File: src/rtl/alu_issue_stage.sv
// ALU issue stage: decodes RV32I fields into an ALU operation, selects SrcA/SrcB and
// registers them behind a valid/ready handshake with flush. ALU_ISSUE_SKID_EN adds a skid entry.
module alu_issue_stage #(
    parameter int DATA_WIDTH    = 32,
    parameter int OPCODE_LENGTH = 4,
    parameter int CNT_WIDTH     = 8
) (
    input  logic                     clk,
    input  logic                     reset,
    input  logic                     in_valid,
    output logic                     in_ready,
    input  logic [6:0]               Opcode,
    input  logic [2:0]               Funct3,
    input  logic [6:0]               Funct7,
    input  logic [DATA_WIDTH-1:0]    RD1,
    input  logic [DATA_WIDTH-1:0]    RD2,
    input  logic [DATA_WIDTH-1:0]    Imm,
    input  logic                     flush,
    input  logic                     out_ready,
    output logic                     out_valid,
    output logic [DATA_WIDTH-1:0]    SrcA,
    output logic [DATA_WIDTH-1:0]    SrcB,
    output logic [OPCODE_LENGTH-1:0] Operation,
    output logic                     illegal,
    output logic [CNT_WIDTH-1:0]     illegal_count
);
    localparam logic [6:0] OPC_R = 7'b0110011, OPC_I = 7'b0010011, OPC_LD = 7'b0000011;
    localparam logic [6:0] OPC_ST = 7'b0100011, OPC_BR = 7'b1100011, OPC_JALR = 7'b1100111;
    localparam logic [6:0] OPC_LUI = 7'b0110111, F7_ZERO = 7'b0000000, F7_ALT = 7'b0100000;
    localparam logic [OPCODE_LENGTH-1:0] OP_AND = OPCODE_LENGTH'(4'b0000);
    localparam logic [OPCODE_LENGTH-1:0] OP_ADD = OPCODE_LENGTH'(4'b0011);

    function automatic logic [OPCODE_LENGTH-1:0] alu_f3(input logic [2:0] f3, input logic alt);
        case (f3)
            3'b000:  return alt ? OPCODE_LENGTH'(4'b0100) : OPCODE_LENGTH'(4'b0011);
            3'b001:  return OPCODE_LENGTH'(4'b0111);
            3'b010:  return OPCODE_LENGTH'(4'b1010);
            3'b011:  return OPCODE_LENGTH'(4'b1110);
            3'b100:  return OPCODE_LENGTH'(4'b0010);
            3'b101:  return alt ? OPCODE_LENGTH'(4'b0110) : OPCODE_LENGTH'(4'b0101);
            3'b110:  return OPCODE_LENGTH'(4'b0001);
            default: return OPCODE_LENGTH'(4'b0000);
        endcase
    endfunction

    logic [OPCODE_LENGTH-1:0] dec_op;
    logic                     dec_ill;
    logic [DATA_WIDTH-1:0]    dec_b;

    always_comb begin
        dec_op  = OP_AND;
        dec_ill = 1'b0;
        dec_b   = RD2;
        case (Opcode)
            OPC_R: begin
                dec_ill = !(Funct7 == F7_ZERO ||
                            (Funct7 == F7_ALT && (Funct3 == 3'b000 || Funct3 == 3'b101)));
                dec_op  = alu_f3(Funct3, Funct7[5]);
            end
            OPC_I: begin
                dec_b = Imm;
                // Shift-immediates carry the shamt in Imm[4:0]; upper bits hold funct7.
                if (Funct3 == 3'b001 || Funct3 == 3'b101)
                    dec_b = {{(DATA_WIDTH-5){1'b0}}, Imm[4:0]};
                dec_ill = (Funct3 == 3'b001 && Funct7 != F7_ZERO) ||
                          (Funct3 == 3'b101 && Funct7 != F7_ZERO && Funct7 != F7_ALT);
                dec_op  = alu_f3(Funct3, Funct3 == 3'b101 && Funct7[5]);
            end
            OPC_LD, OPC_ST: begin
                dec_b  = Imm;
                dec_op = OP_ADD;
            end
            OPC_LUI: begin
                dec_b  = Imm;
                dec_op = OPCODE_LENGTH'(4'b1101);
            end
            OPC_BR: begin
                case (Funct3)
                    3'b000:  dec_op = OPCODE_LENGTH'(4'b1000);
                    3'b001:  dec_op = OPCODE_LENGTH'(4'b1001);
                    3'b100:  dec_op = OPCODE_LENGTH'(4'b1010);
                    3'b101:  dec_op = OPCODE_LENGTH'(4'b1011);
                    3'b110:  dec_op = OPCODE_LENGTH'(4'b1110);
                    3'b111:  dec_op = OPCODE_LENGTH'(4'b1111);
                    default: dec_ill = 1'b1;
                endcase
            end
            OPC_JALR: begin
                dec_op  = OPCODE_LENGTH'(4'b1100);
                dec_ill = (Funct3 != 3'b000);
            end
            default: dec_ill = 1'b1;
        endcase
        if (dec_ill)
            dec_op = OP_AND;
    end

    logic                     out_valid_q, out_valid_d, illegal_q, illegal_d;
    logic [DATA_WIDTH-1:0]    src_a_q, src_a_d, src_b_q, src_b_d;
    logic [OPCODE_LENGTH-1:0] op_q, op_d;
    logic [CNT_WIDTH-1:0]     cnt_q, cnt_d;
    logic                     accept, out_fire;

    assign out_fire = out_valid_q && out_ready;
    assign accept   = in_valid && in_ready && !flush;

`ifdef ALU_ISSUE_SKID_EN
    logic                     skid_full_q, skid_full_d, skid_ill_q, skid_ill_d;
    logic [DATA_WIDTH-1:0]    skid_a_q, skid_a_d, skid_b_q, skid_b_d;
    logic [OPCODE_LENGTH-1:0] skid_op_q, skid_op_d;

    // Registered ready: an accept can only ever land in an empty skid slot.
    assign in_ready = !skid_full_q;
`else
    assign in_ready = !out_valid_q || out_ready;
`endif

    always_comb begin
        out_valid_d = out_valid_q;
        illegal_d   = illegal_q;
        src_a_d     = src_a_q;
        src_b_d     = src_b_q;
        op_d        = op_q;
        cnt_d       = cnt_q;
        if (accept && dec_ill && !(&cnt_q))
            cnt_d = cnt_q + CNT_WIDTH'(1);
`ifdef ALU_ISSUE_SKID_EN
        skid_full_d = skid_full_q;
        skid_ill_d  = skid_ill_q;
        skid_a_d    = skid_a_q;
        skid_b_d    = skid_b_q;
        skid_op_d   = skid_op_q;
        if (flush) begin
            out_valid_d = 1'b0;
            illegal_d   = 1'b0;
            skid_full_d = 1'b0;
        end else if (!out_valid_q || out_fire) begin
            if (skid_full_q) begin
                out_valid_d = 1'b1;
                src_a_d     = skid_a_q;
                src_b_d     = skid_b_q;
                op_d        = skid_op_q;
                illegal_d   = skid_ill_q;
                skid_full_d = 1'b0;
            end else if (accept) begin
                out_valid_d = 1'b1;
                src_a_d     = RD1;
                src_b_d     = dec_b;
                op_d        = dec_op;
                illegal_d   = dec_ill;
            end else begin
                out_valid_d = 1'b0;
            end
        end else if (accept) begin
            skid_full_d = 1'b1;
            skid_a_d    = RD1;
            skid_b_d    = dec_b;
            skid_op_d   = dec_op;
            skid_ill_d  = dec_ill;
        end
`else
        if (flush) begin
            out_valid_d = 1'b0;
            illegal_d   = 1'b0;
        end else if (accept) begin
            out_valid_d = 1'b1;
            src_a_d     = RD1;
            src_b_d     = dec_b;
            op_d        = dec_op;
            illegal_d   = dec_ill;
        end else if (out_fire) begin
            out_valid_d = 1'b0;
        end
`endif
    end

    always_ff @(posedge clk or negedge reset) begin
        if (!reset) begin
            out_valid_q <= 1'b0;
            illegal_q   <= 1'b0;
            src_a_q     <= '0;
            src_b_q     <= '0;
            op_q        <= '0;
            cnt_q       <= '0;
`ifdef ALU_ISSUE_SKID_EN
            skid_full_q <= 1'b0;
            skid_ill_q  <= 1'b0;
            skid_a_q    <= '0;
            skid_b_q    <= '0;
            skid_op_q   <= '0;
`endif
        end else begin
            out_valid_q <= out_valid_d;
            illegal_q   <= illegal_d;
            src_a_q     <= src_a_d;
            src_b_q     <= src_b_d;
            op_q        <= op_d;
            cnt_q       <= cnt_d;
`ifdef ALU_ISSUE_SKID_EN
            skid_full_q <= skid_full_d;
            skid_ill_q  <= skid_ill_d;
            skid_a_q    <= skid_a_d;
            skid_b_q    <= skid_b_d;
            skid_op_q   <= skid_op_d;
`endif
        end
    end

    assign out_valid     = out_valid_q;
    assign SrcA          = src_a_q;
    assign SrcB          = src_b_q;
    assign Operation     = op_q;
    assign illegal       = illegal_q;
    assign illegal_count = cnt_q;
endmodule

File: config.mk
export PLATFORM = sky130hd
export DESIGN_NAME = alu_issue_stage
export DESIGN_NICKNAME = d
export VERILOG_FILES = /design/src/rtl/alu_issue_stage.sv
export SDC_FILE = /design/constraint.sdc
export NUM_CORES = 1
export LEC_CHECK = 0
export ABC_AREA = 1
export ABC_CLOCK_PERIOD_IN_PS = 4050
export CORE_MARGIN = 4
export CORE_UTILIZATION = 45
export CTS_CLUSTER_DIAMETER = 150
export DETAILED_ROUTE_END_ITERATION = 10
export PLACE_DENSITY = 0.87
export SETUP_SLACK_MARGIN = 0.02
export SYNTH_ARGS = -nofsm -noshare
export SYNTH_HDL_FRONTEND = slang
export SYNTH_SLANG_ARGS = --single-unit
export TNS_END_PERCENT = 5
File: constraint.sdc
create_clock -name clk -period 4.05 [get_ports clk]
set_input_delay 0.405 -clock clk [delete_from_list [all_inputs] [get_ports clk]]
set_output_delay 0.405 -clock clk [all_outputs]
set_load 0.1 [all_outputs]
# After elaboration in Yosys (flattened, before gate mapping)
# Index checks and enable logic that the tools add are counted.
# classes
mux,18
n_bitwise,1
eq_ne,16
addsub,1
reduce_logical,30
# op_table
cell,n
$pmux 32 s2,1
$pmux 4 s7,2
$pmux 4 s6,2
$mux 32,1
$eq 7x6->1 const B,4
$eq 7x7->1 const B,2
$eq 3x3->1 const B,4
$logic_and 1x1->1,10
$add 8x1->8 const B,1
$reduce_and 8->1,1
$eq 7x2->1 const B,1
$eq 7x5->1 const B,1
$logic_not 7->1,1
$ne 7x6->1 const B,1
$reduce_bool 7->1,1
$eq 3x2->1 const B,2
$mux 1,6
$mux 3,2
$reduce_bool 3->1,2
$reduce_or 6->1,1
$logic_or 1x1->1,5
$pmux 1 s5,1
$logic_not 1->1,4
$mux 2,2
other kinds (8),8
# totals
register_bits,78
out_inout_bits,79
word_cells,72
inputBits,118

# Longest topological paths before layout
# logic_depth
ltp_word,8
depth_mapped,11
depth_no_buf,10

# Worst setup path after synthesis
# OpenSTA, ideal clock, no wires.
# synth_timing
path_kind,register to register
from,reg out_valid_q (netlist: out_valid)
to,reg src_a_q[21] (netlist: SrcA[21])
period_less_slack_ns,2.789
stages_incl_launch_ff,9
path_slack_ns,1.261
n_path_buf,2
arrival_ns,2.723
setup_time_ns,0.067
t_required_ns,3.983
path_cell_list,dfrtp_1 -> nand2_1 -> nand2_1 -> nor2_1 -> inv_2 -> buf_2 -> buf_2 -> nand2_1 -> nand2_1
# synth_between
elab_chain_cells,5
# synth_rtl
element,line,text
from (decl),98,"logic out_valid_q, out_valid_d, illegal_q, illegal_d;"
from (signal assigned),193,out_valid_q <= out_valid_d;
$logic_not 1->1,115,assign in_ready = !out_valid_q || out_ready;
$logic_or 1x1->1,115,
named net in_ready,11,"output logic in_ready,"
$logic_and 1x1->1 (2 in series),105,assign accept = in_valid && in_ready && !flush;
$reduce_and 2->1 (no line),n/a,
to (signal assigned),195,src_a_q <= src_a_d;
to (decl),99,"logic [DATA_WIDTH-1:0] src_a_q, src_a_d, src_b_q, src_b_d;"
# The timed path passes the listed nets, and every way through them passes these cells.
# A chain may end at the register's enable or synchronous reset.

# Worst setup path after layout
# layout_timing
from,in out_ready
to,out in_ready
# layout_between
elab_chain_cells,1
# layout_rtl
element,line,text
from (decl),19,"input logic out_ready,"
$logic_or 1x1->1,115,
to (decl),11,
# No other way between the ends.

==> impl_metrics.ini <==
[outcome]
status = finished clean

[timing]
skew_ps = 12.8
max_clock_freq_mhz = 389
finalHoldViolCount = 0
rsz0062_at_grt = no
period_minus_slack_ps = 2570
setup-tns-final_ps = 0
timing.final.crit_share_pct = 63.5
max_slew.worst_pin.slew_ps = 1040
slew_viol_final = 0
setup_viol = 0
slew_headroom_pct = 30.7

[drt]
vias = 3976
ant_nets = 0
vias_per_cell = 5.31
drtIter0Drc = 184
routedWlPerCell_um = 16.6
drt_wl_total_um = 12500
drc_errors = 0
drt_pass1_iterations = 4

[clock_tree]
cts_buffer_depth = 2
cts_setup_buffers = 0
clkLatencyLatePin_ps = 340
clk_pin_slew_ps = 80
cts.sinks = 78
cts_hold_buffers = 0
numCtsBuffers = 9
ctsResizeCount = 0
cts_tree = yes
htree_levels = 3
root_buffer = clkbuf_8

[die]
core_um2 = 8890
die_y_um = 105
start_util_pct = 47.3
pin_count = 197
dieArea_um2 = 10900
row_count = 34
die_x_um = 105

[grt]
grt_pass1_wl_um = 19800
grt_pass1_vias = 4122
grt.overflow.total = 0
track_usage_pct = 22.2
grt_max_degree = 79
antenna_found_initial = 0

[layout]
fill_cells = 663
drive_gt1_share_pct = 16.1
utilization_pct = 71.7
final_cell_mix = clkdlybuf4s50_1 (195), nand2_1 (154), dfrtp_1 (78), a21oi_1 (29), nand3_2 (28)
instances_no_fill = 749
diodes = 0
ff_latch_area_um2 = 1950
multiInputGateArea_um2 = 2010
final_cell_area_um2 = 6370
mostFrequentLayoutCell = clkdlybuf4s50_1
layout.nets = 755
areaGrowthSynthToFinish_pct = 51.7

[pwr]
ir_drop_mv = 0.301
pwr_density_cell_nw_per_um2 = 490
p_leak_nw = 2.75

[critical_path]
critical_path_peak_fanout = 3
crit_type = in -> out
worst_setup_path_start_kind = input pin
end_kind = output pin
cp_data_required_time_ps = 3640
arrival_ps = 2170

[placement]
io_buffers = 196
placed_area_um2 = 6160
dpl.cell_count = 733
gp_congestion = 0.836
dp_hpwl_um = 9060

[yosys]
ys_seq_area_share_pct = 46.5
postSynthAreaPerCell_um2 = 9.30
synthDistinctLibCells = 33
async_reset_ff_share_pct = 100
ys_seq_elements = 78
ys.flop_type = dfrtp_1
syn_nets = 571
syn_area_um2 = 4200
ys_warn_count = 0
postSynthCellCount = 452
synth-edff-count = 0

[run]
max-cap-violations = 0

[worst_hold_path]
hp-class = in -> async
metal layers:
metal	wire (um)	share of wire [%]	GRT usage, %
met3	957	7.7	6.72
met2	6370	51	38.9
met5	0	0	0
met4	465	3.7	10.2
met1	4670	37	24.9
stage by stage:
step	hold WS, ps	power [W]	worst slack (ps)
after floorplan	109	0.00206	1260
after global placement	454	0.00248	1530
after detailed placement	460	0.00250	1410
after CTS	259	0.00314	1490
after global routing	320	0.00323	1460
final	193	0.00312	1480
report_power, final:
group	switching [W]	total [W]	internal [W]
registers	0.0000872	0.000980	0.000893
clock network	0.000291	0.000638	0.000347
logic	0.00110	0.00150	0.000406
kinds of logic after synthesis:
| kind of cell | after synthesis | synth area share, % |
|---|---|---|
| DFF | 78 | 46.5 |
| adders and majority gates | 1 | 0.298 |
| buffers and inverters | 46 | 5.78 |
| and+or+nand+nor | 245 | 30.5 |
| AOI/OAI and AO/OA | 76 | 15.7 |
| xor gates and xnor gates | 6 | 1.25 |
worst paths after layout:
| kind | startpoint | end | slack, ps | depth (start not counted) |
|---|---|---|---|---|
| setup / recovery | out_ready | in_ready | 1480 | 4 |
| hold reg to reg | SrcA[16] | SrcA[16] | 470 | 2 |
| max in group asynchronous | reset | SrcA[13] | 3180 | 1 |
| hold / removal | reset | illegal_count[3] | 190 | 1 |
| min in group clk | SrcA[16] | SrcA[16] | 470 | 2 |
| setup reg to reg | out_valid | illegal_count[3] | 1850 | 7 |
synth_stat cells, types with 3 or more instances:
master	n	area (um2)
a21oi_1	29	145
nor2_1	20	75.1
buf_2	13	65.1
buf_4	3	22.5
nor2_4	3	33.8
clkbuf_1	5	18.8
o21ai_0	12	60.1
a2bb2oi_2	27	405
o21ai_1	4	20.0
xor2_1	5	43.8
nand4_1	11	68.8
inv_2	7	26.3
nand3_1	8	40.0
dfrtp_1	78	1950
nand2_1	154	578
nand2_2	8	50.1
nor2_2	3	18.8
nand3_2	28	280
inv_1	13	48.8
state kept, by name, summed over array words and instances, names as in the netlist:
register and cells:
SrcA 32, Operation 4, illegal 1, SrcB 32
out_valid 1, illegal_count 8
cell type report:
type | count | area share (%)
clock buffers | 10 | 2.00
repair buffers | 198 | 31.0
inverters | 21 | 1.32
clock inverters | 6 | 1.35
flip-flops and latches | 78 | 30.6
well taps | 108 | 2.12
multi-input cells | 328 | 31.6
worst max-delay path: stages:
cell and delay [ps]:
clkdlybuf4s50_1 460, inv_1 40, nand2_1 100, clkdlybuf4s50_1 1150
No activity file was read; power rests on OpenSTA's default activity.
==> RTL edit (same settings) <==
Build with the macro `ALU_ISSUE_SKID_EN` defined.
--- a/src/rtl/alu_issue_stage.sv
+++ b/src/rtl/alu_issue_stage.sv
@@ -1,5 +1,7 @@
 // ALU issue stage: decodes RV32I fields into an ALU operation, selects SrcA/SrcB and
 // registers them behind a valid/ready handshake with flush. ALU_ISSUE_SKID_EN adds a skid entry.
+`define ALU_ISSUE_SKID_EN
+
 module alu_issue_stage #(
     parameter int DATA_WIDTH    = 32,
     parameter int OPCODE_LENGTH = 4,
Formal check against the unedited RTL: not equivalent (Yosys sat finds a counterexample within 4 cycles, from zero or initial values and one cycle with reset low).
==> RTL edit against the unedited design <==
Register-to-register slack lost 0.37 ns. Area after synthesis grew 76%. Clock power grew to 2.8 times the old value. Final area grew 58%. Wire length grew 63%. Sequential cell count grew 70. Global-route usage grew 0.20 points. Power grew 79%. Setup slack lost 0.030 ns. Clock skew shrank 0.0073 ns. Non-clock buffer count grew 7. Sequential share of layout area grew 6.1 points. Largest power group is now registers.
==> RTL edit: results (changes against the unedited design) <==
- Hold crit path type: in2async
- Pre-CTS setup slack: 1.02 ns (-0.392 ns)
- Clock Latency Late Sink: 0.42 ns (+0.08 ns)
- Net load switching power: 2.15 mW (+46%)
- Skew final: 0.00553 ns (-0.00728 ns)
- Highest ir drop seen on vdd: 317 µV (+5.4%)
- Syn nets: 1079 (+89%)
- HPWL after DPL: 14000 µm (+55%)
- Layout non-clock buf frac: 0.201 (-0.109)
- Sequential share of cell area: 0.367 (+0.0606)
- Clk buf depth: 2 (unchanged)
- Relative slew slack: 0.287 (-0.0192)
- Post-CTS setup buffers: 0 (unchanged)
- Share of cells above drive strength 1: 0.0745 (-0.0862)
- Yosys cell types: 33 (unchanged)
- Combinational fraction of design power: 0.336 (-0.146)
- Seq/Total Area, Yosys: 0.501 (+0.0364)
- Clock buffers: 19 (+9)
- Clk network pwr share: 0.315 (+0.111)
- Clock transition at the registers of the reported paths: 0.06 ns (-0.02 ns)
- Placement Cell Area: 9430 µm² (+53%)
- CTS sink count: 148 (+90%)
- Top cells by count, synth: nand2_1 (325), dfrtp_1 (148), o21ai_0 (147)
- Number of global-route vias before repair: 6735 (+63%)
- GP Congestion: 0.883 (+5.6%)
- Well tap count: 216 (+100%)
- Worst EP arrival: 2.94 ns (+0.77 ns)
- Synth top area cells: dfrtp_1 (50%), nand2_1 (17%), o21ai_0 (10%)
- Initial DRC Count: 534 (+190%)
- CTS H-tree depth: 4 (+1)
- Kind of cell adding the most delay to the critical path: buffers and inverters
- Wire per inst: 15.0 µm (-9.8%)
- Comb power: 1.88 mW (+25%)
- Synth Area per Inst: 7.70 µm² (-17%)
- ClkCell Share: 0.0658 (+0.0322)
- Clock root cell: clkbuf_16
- Initial antenna violation count: 1 (+1)
- Status: finished clean
- Critical Path Slowest Stage Cell: inv_1
- Max stage delay on crit path: 0.87 ns (-0.28 ns)
- First-pass GRT wire length: 32900 µm (+66%)
- # fillers: 1375 (+110%)
- Buffers outside the clock class: 205 (+3.5%)
- Placed cells: 1325 (+81%)
- Inverters, non-clock: 65 (+210%)
- Layout area overhead: 36.6%
- Pleak: 4.82 nW (+75%)
- Via count: 7066 (+78%)
- Commonest non-fill, non-tap cell in the layout: nand2_1
- Crit-path max FO: 44 (+41)
- Total wire length: 20400 µm (+63%)
- Multi-Input Combinational: 691 (+110%)
- Multi-input gate area: 3190 µm² (+58%)
- Largest net degree at the start of global routing: 91 (+15%)
- Total track usage: 0.224 (+0.00197)
- Initial DRT Pass Iterations: 6 (+2)
- Inserted Clock Buffers: 17 (+8)
- Net count, final: 1247 (+65%)
==> RTL edit: worst paths after layout <==
path | start | to | slack, ns | cells after the start
setup reg to reg | skid_full_q | SrcB[13] | 1.48 | 6
min in group clk | skid_b_q[16] | skid_b_q[16] | 0.48 | 2
max in group asynchronous | reset | skid_b_q[18] | 3.06 | 2
setup / recovery | in_valid | SrcB[13] | 1.45 | 7
hold reg to reg | skid_b_q[16] | skid_b_q[16] | 0.48 | 2
hold / removal | reset | skid_a_q[4] | 0.04 | 1
==> RTL edit: kinds of logic after synthesis <==
kind of cell	count (synthesis)	synth area share
simple gates	478	0.272
compound gates	206	0.149
flops	148	0.501
buf+inv	121	0.0690
xor+xnor	6	0.00711
fa+ha+maj	1	0.00169
==> RTL edit: layer usage <==
metal  up-vias  routed length [µm]  track usage
li1       3428                   -            -
met1      3285                8370        0.286
met2       306                9700        0.358
met3        45                1760       0.0670
met4         2                 529       0.0924
met5         -                  13            0
